### config.mk
export PLATFORM = sky130hd
export DESIGN_NAME = census5x5_transform_flat
export DESIGN_NICKNAME = d
export VERILOG_FILES = /design/src/rtl/census5x5_if.sv /design/src/rtl/census5x5_transform.sv /design/src/flat_wrapper.sv
export SDC_FILE = /design/constraint.sdc
export NUM_CORES = 1
export LEC_CHECK = 0
export CAP_MARGIN = 10
export CORE_MARGIN = 1.5
export CORE_UTILIZATION = 45
export CTS_CLUSTER_DIAMETER = 200
export CTS_CLUSTER_SIZE = 20
export DETAILED_ROUTE_END_ITERATION = 16
export PLACE_DENSITY = 0.68
export SYNTH_ARGS = -nofsm -noshare
export SYNTH_HDL_FRONTEND = slang
export SYNTH_SLANG_ARGS = --single-unit
### constraint.sdc
create_clock -name clk -period 7.7 [get_ports clk]
set_input_delay 1.54 -clock clk [delete_from_list [all_inputs] [get_ports clk]]
set_output_delay 1.54 -clock clk [all_outputs]
set_load 0.01 [all_outputs]
### src/rtl/census5x5_if.sv
// Column-tap input and census-code output bundle
// for the 5x5 census transform stage.
interface census5x5_if #(
  parameter int DW = 8,
  parameter int XW = 11
);
  logic          col_valid;
  logic [DW-1:0] taps0;
  logic [DW-1:0] taps1;
  logic [DW-1:0] taps2;
  logic [DW-1:0] taps3;
  logic [DW-1:0] taps4;
  logic [23:0]   census_code;
  logic          census_valid;
  logic [XW-1:0] census_x;
  logic          row_done;

  modport master (
    output col_valid, taps0, taps1,
    output taps2, taps3, taps4,
    input  census_code, census_valid,
    input  census_x, row_done
  );

  modport slave (
    input  col_valid, taps0, taps1,
    input  taps2, taps3, taps4,
    output census_code, census_valid,
    output census_x, row_done
  );
endinterface

### src/rtl/census5x5_transform.sv
// 5x5 census transform: builds a sliding window from
// tap columns and emits one 24-bit code per interior pixel.
module census5x5_transform #(
  parameter int DW = 8,
  parameter int XW = 11
) (
  input  logic          clk,
  input  logic          rst,
  input  logic          clken,
  input  logic [XW-1:0] width,
  census5x5_if.slave    bus
);

  // window indexed [column][row], column 4 newest
  logic [4:0][4:0][DW-1:0] win_q, win_d;
  logic [XW-1:0] col_cnt_q, col_cnt_d;
  logic [XW-1:0] width_lat_q, width_lat_d;
  logic [2:0]    fill_cnt_q, fill_cnt_d;
  logic          s1_vld_q, s1_vld_d;
  logic [XW-1:0] s1_x_q, s1_x_d;
  logic          s1_last_q, s1_last_d;
  logic [23:0]   code_q, code_d;
  logic          valid_q, valid_d;
  logic [XW-1:0] x_q, x_d;
  logic          done_q, done_d;

  logic          push;
  logic [XW-1:0] wl;
  logic          last;
  logic [2:0]    fill_nx;
  logic [4:0][DW-1:0] tap_col;

  assign tap_col = {bus.taps4, bus.taps3,
                    bus.taps2, bus.taps1,
                    bus.taps0};

  // Row framing, window shift and S1 tag generation
  always_comb begin
    push = clken & bus.col_valid;
    if (col_cnt_q == '0) begin
      wl = (width == '0) ? XW'(1) : width;
    end else begin
      wl = width_lat_q;
    end
    last = (col_cnt_q == wl - XW'(1));
    fill_nx = (fill_cnt_q == 3'd5) ?
              3'd5 : fill_cnt_q + 3'd1;
    win_d       = win_q;
    col_cnt_d   = col_cnt_q;
    width_lat_d = width_lat_q;
    fill_cnt_d  = fill_cnt_q;
    s1_vld_d    = 1'b0;
    s1_x_d      = s1_x_q;
    s1_last_d   = 1'b0;
    if (push) begin
      for (int k = 0; k < 4; k++) begin
        win_d[k] = win_q[k+1];
      end
      win_d[4]    = tap_col;
      width_lat_d = wl;
      col_cnt_d   = last ? '0 : col_cnt_q + XW'(1);
      fill_cnt_d  = last ? 3'd0 : fill_nx;
      s1_vld_d    = (fill_nx == 3'd5);
      s1_x_d      = col_cnt_q - XW'(2);
      s1_last_d   = last;
    end
  end

  // S2: census compare of the current window
  always_comb begin
    code_d = '0;
    for (int r = 0; r < 5; r++) begin
      for (int c = 0; c < 5; c++) begin
        if (r * 5 + c < 12) begin
          code_d[23 - (r * 5 + c)] =
            (win_q[c][r] < win_q[2][2]);
        end else if (r * 5 + c > 12) begin
          code_d[24 - (r * 5 + c)] =
            (win_q[c][r] < win_q[2][2]);
        end
      end
    end
    valid_d = s1_vld_q;
    x_d     = s1_x_q;
    done_d  = s1_vld_q & s1_last_q;
  end

  // State update, frozen by clken, cleared by rst
  always_ff @(posedge clk) begin
    if (rst) begin
      win_q       <= '0;
      col_cnt_q   <= '0;
      width_lat_q <= '0;
      fill_cnt_q  <= '0;
      s1_vld_q    <= 1'b0;
      s1_x_q      <= '0;
      s1_last_q   <= 1'b0;
      code_q      <= '0;
      valid_q     <= 1'b0;
      x_q         <= '0;
      done_q      <= 1'b0;
    end else if (clken) begin
      win_q       <= win_d;
      col_cnt_q   <= col_cnt_d;
      width_lat_q <= width_lat_d;
      fill_cnt_q  <= fill_cnt_d;
      s1_vld_q    <= s1_vld_d;
      s1_x_q      <= s1_x_d;
      s1_last_q   <= s1_last_d;
      code_q      <= code_d;
      valid_q     <= valid_d;
      x_q         <= x_d;
      done_q      <= done_d;
    end
  end

  assign bus.census_code  = code_q;
  assign bus.census_valid = valid_q;
  assign bus.census_x     = x_q;
  assign bus.row_done     = done_q;

endmodule

### src/flat_wrapper.sv
// flat-port wrapper written by rule: the top's interface ports become plain ports
module census5x5_transform_flat 
#(
  parameter int DW = 8,
  parameter int XW = 11
)
  (clk, rst, clken, width, bus_col_valid, bus_taps0, bus_taps1, bus_taps2, bus_taps3, bus_taps4, bus_census_code, bus_census_valid, bus_census_x, bus_row_done);
  census5x5_if #(.DW(DW), .XW(XW)) bus_i ();
  input  logic clk;
  input  logic rst;
  input  logic clken;
  input  logic [XW-1:0] width;
  input wire logic [$bits(bus_i.col_valid)-1:0] bus_col_valid;
  input wire logic [$bits(bus_i.taps0)-1:0] bus_taps0;
  input wire logic [$bits(bus_i.taps1)-1:0] bus_taps1;
  input wire logic [$bits(bus_i.taps2)-1:0] bus_taps2;
  input wire logic [$bits(bus_i.taps3)-1:0] bus_taps3;
  input wire logic [$bits(bus_i.taps4)-1:0] bus_taps4;
  output wire logic [$bits(bus_i.census_code)-1:0] bus_census_code;
  output wire logic [$bits(bus_i.census_valid)-1:0] bus_census_valid;
  output wire logic [$bits(bus_i.census_x)-1:0] bus_census_x;
  output wire logic [$bits(bus_i.row_done)-1:0] bus_row_done;
  assign bus_i.col_valid = bus_col_valid;
  assign bus_i.taps0 = bus_taps0;
  assign bus_i.taps1 = bus_taps1;
  assign bus_i.taps2 = bus_taps2;
  assign bus_i.taps3 = bus_taps3;
  assign bus_i.taps4 = bus_taps4;
  assign bus_census_code = bus_i.census_code;
  assign bus_census_valid = bus_i.census_valid;
  assign bus_census_x = bus_i.census_x;
  assign bus_row_done = bus_i.row_done;
  census5x5_transform #(.DW(DW), .XW(XW)) u_core (.clk(clk), .rst(rst), .clken(clken), .width(width), .bus(bus_i));
endmodule
==> run metrics <==
status finished, final reports clean; multi-input gate area in the final layout a little under 0.008 mm²; Min Clock Period, post-route 5190 ps; average via count per standard cell about 5.3; area delta synth->final 11.5%; post-detailed-route count of antenna-violating nets 0; setup ws final 2510 ps; critical path required time ~8100 ps; clock input transition at the sequential cells of the worst setup and hold paths around 80 ps; Worst Skew between 20 and 25 ps; power per standard cell area between 150 and 200 mW/mm²; clock tree from TritonCTS yes; hold_buf cts 0; number of ports placed on the die boundary around 90; register area share after synthesis approximately two fifths; worst max-slew margin expressed relative to the limit approximately 24%; post-synthesis async set-or-reset flop share 0%; deepest clock path buffer count 3; drt first pass iters 4; Top delay family on crit path compound AO/OA/AOI/OAI gates; area of the die ~0.032 mm²; hpwl dp about 20 mm; CTS H-Tree Depth 1; remaining design rule violation count 0; Critical Path AT approximately 5600 ps; row cnt between 60 and 70; wire length of the first global-routing pass just over 50 mm; global route total overflow 0; highest clock rate about 0.19 GHz; Slew @ Worst Pin around 1100 ps; delay of the slowest critical-path stage 640 ps; chip width 178 µm; #FFs+latches synth between 200 and 300; number of global-route vias before repair 10117; Worst Hold Slack 451 ps; later-pin clock latency in the skew report a little over 500 ps; setup total negative slack 0 ps; number of nets in the synthesized netlist about 1900; final hold violation count 0; number of enable flip-flop cells after synthesis 0; number of I/O port buffers between 90 and 100; # resized after CTS 0; final-stage net count around 1900; worst supply voltage drop on vdd roughly 0.00012 V; DR WL/cell between 15 and 20 µm; Most used DFF post-synth sky130_fd_sc_hd__dfxtp_1; class of the tightest hold or removal check flop to flop; global routing usage summed across all routing layers between 10% and 20%; vertical die dimension between 150 and 200 µm; maximum number of pins on one net before global-route repair 115; pre-CTS WS 1990 ps; leading cell types in the layout, fill and taps excluded sky130_fd_sc_hd__nand2_1, sky130_fd_sc_hd__dfxtp_1, sky130_fd_sc_hd__a21oi_1, sky130_fd_sc_hd__ha_1, sky130_fd_sc_hd__a21o_1; via count of the routed design 10974; static leakage approximately 0.0056 µW; ANT cells 0; violation count after the first detailed-routing iteration 779; leading cell type in the layout, fill and taps excluded sky130_fd_sc_hd__nand2_1; number of max-cap violations 0; cell area after synthesis approximately 0.014 mm²; Fill cells approximately 2900; critical path endpoint category flop; clock buffers created by TritonCTS 17; final number of max-transition violations 0; unrepaired setup endpoints after global routing no; cells along the critical path clkdlybuf4s50_1 -> or4_1 -> o41ai_1 -> mux2_2 -> inv_1 -> ha_1 -> nand3_1 -> xnor2_1 -> mux2i_1 -> o2111ai_1 -> a2111o_1 -> nor4_4 -> a21o_1 -> nor2_2; period utilisation layout 67.4%; total wire length ~31 mm; antenna violations before repair 0; class of the most critical setup path input pin to flop; cell with the largest stage delay on the worst path sky130_fd_sc_hd__or4_1; maximum net fanout on the critical path 10; starting density of the core 46.2%; Final GP Congestion 0.835; Post-Syn Area per Cell roughly 8.4 µm²; total area of sequential cells roughly 0.0055 mm²; Sinks on Clock Net around 280; warning count from the yosys run 0; number of unique standard cell types used by synthesis 53; fraction of layout cells with a size suffix above 1 3.72%; CORE AREA roughly 0.03 mm²; synthesized instance count approximately 1600; overall power of the completed layout about 2600 µW; CTS Root Cell sky130_fd_sc_hd__clkbuf_16; CP Launch Type input pin; post-CTS setup buffer count 0; Bufs and invs on worst path 2; endpoints failing setup 0
==> flip-flops by register name (all words and copies together), names as in the netlist <==
signal	flops
u_core.width_lat_q	11
u_core.bus.census_x	11
u_core.win_q	200
u_core.s1_x_q	11
u_core.col_cnt_q	11
u_core.bus.census_code	24
u_core.fill_cnt_q	3
u_core.s1_last_q	1
u_core.s1_vld_q	1
u_core.bus.row_done	1
u_core.bus.census_valid	1
==> kinds of logic (layout without fill, tap and decap cells) <==
group                    Yosys count  after routing  share of synthesized area (%)
AND/OR/NAND/NOR                  604            604                           18.9
AO/OA/AOI/OAI                    414            414                           18.1
flip-flops                       275            275                           39.9
adder cells (fa/ha/maj)          173            173                           15.7
buffers and inverters            117            143                           3.44
XOR/XNOR                          29             29                           1.84
multiplexers                      28             28                           2.09
==> routing by layer <==
metal / track usage [%] / share of wire (%)
met3: 2.30 / 3.9
met2: 31.5 / 43
met4: 3.05 / 1.3
met1: 28.8 / 52
met5: 0 / 0
==> tightest hold or removal path, cell delays in order, from the launching register on <==
cell and delay, ps:
sky130_fd_sc_hd__dfxtp_1 310, sky130_fd_sc_hd__nand2_1 50, sky130_fd_sc_hd__a21oi_1 50
==> layout make-up <==
type / count / area share [%]
clock inverter: 2 / 0.106
clock buffer: 17 / 2.77
inverter: 15 / 0.366
tap: 390 / 3.17
timing repair buffer: 109 / 6.91
multi-input combinational: 1248 / 50.9
sequential: 275 / 35.8
==> Yosys cell counts (2+ instances only) <==
cell | n | share of area [%]
sky130_fd_sc_hd__nand2_1 | 426 | 12
sky130_fd_sc_hd__a31oi_1 | 3 | 0.14
sky130_fd_sc_hd__nand3_1 | 17 | 0.62
sky130_fd_sc_hd__a21o_1 | 98 | 5.3
sky130_fd_sc_hd__a211oi_1 | 10 | 0.54
sky130_fd_sc_hd__nor4_4 | 2 | 0.31
sky130_fd_sc_hd__xor2_1 | 8 | 0.51
sky130_fd_sc_hd__inv_1 | 14 | 0.38
sky130_fd_sc_hd__nor2_1 | 40 | 1.1
sky130_fd_sc_hd__or4_1 | 4 | 0.22
sky130_fd_sc_hd__mux2i_1 | 22 | 1.6
sky130_fd_sc_hd__or3_1 | 2 | 0.091
sky130_fd_sc_hd__clkbuf_1 | 85 | 2.3
sky130_fd_sc_hd__and2_1 | 3 | 0.14
sky130_fd_sc_hd__and3_1 | 3 | 0.14
sky130_fd_sc_hd__mux2_2 | 5 | 0.41
sky130_fd_sc_hd__nor2b_1 | 26 | 1.2
sky130_fd_sc_hd__buf_1 | 11 | 0.30
sky130_fd_sc_hd__xnor2_1 | 21 | 1.3
sky130_fd_sc_hd__buf_6 | 4 | 0.33
sky130_fd_sc_hd__nor2_2 | 10 | 0.45
sky130_fd_sc_hd__dfxtp_1 | 275 | 40
sky130_fd_sc_hd__nor3_1 | 30 | 1.1
sky130_fd_sc_hd__a21oi_1 | 240 | 8.7
sky130_fd_sc_hd__nor4_1 | 3 | 0.14
sky130_fd_sc_hd__o21ai_0 | 29 | 1.1
sky130_fd_sc_hd__or2_2 | 2 | 0.091
sky130_fd_sc_hd__nand2b_1 | 27 | 1.2
sky130_fd_sc_hd__ha_1 | 173 | 16
sky130_fd_sc_hd__a32o_1 | 24 | 1.7
==> through the flow <==
stage          utilization [%]  area, µm²  instances
2_1_floorplan                -      13800       1640
3_3_place_gp              50.0      14900       2037
3_5_place_dp              50.0      14900       2037
4_1_cts                   51.5      15400       2056
5_1_grt                   51.5      15400       2056
6_report                  51.5      15400       2056
==> worst paths after layout <==
path                       startpoint                   to  slack [ps]  cells past startpoint
setup reg to reg  u_core.col_cnt_q[1]  u_core.col_cnt_q[9]        3100                     16
hold / removal       u_core.win_q[24]     u_core.win_q[24]         450                      2
hold reg to reg      u_core.win_q[24]     u_core.win_q[24]         450                      2
setup / recovery             width[5]  u_core.col_cnt_q[9]        2510                     14
==> report_power, final <==
group | total, µW | internal, µW | switching [µW]
Sequential | 1480 | 1450 | 24.7
Combinational | 270 | 118 | 152
Clock | 871 | 399 | 472
Total | 2620 | 1970 | 648
Note: power is estimated with default switching activity, not from simulation.
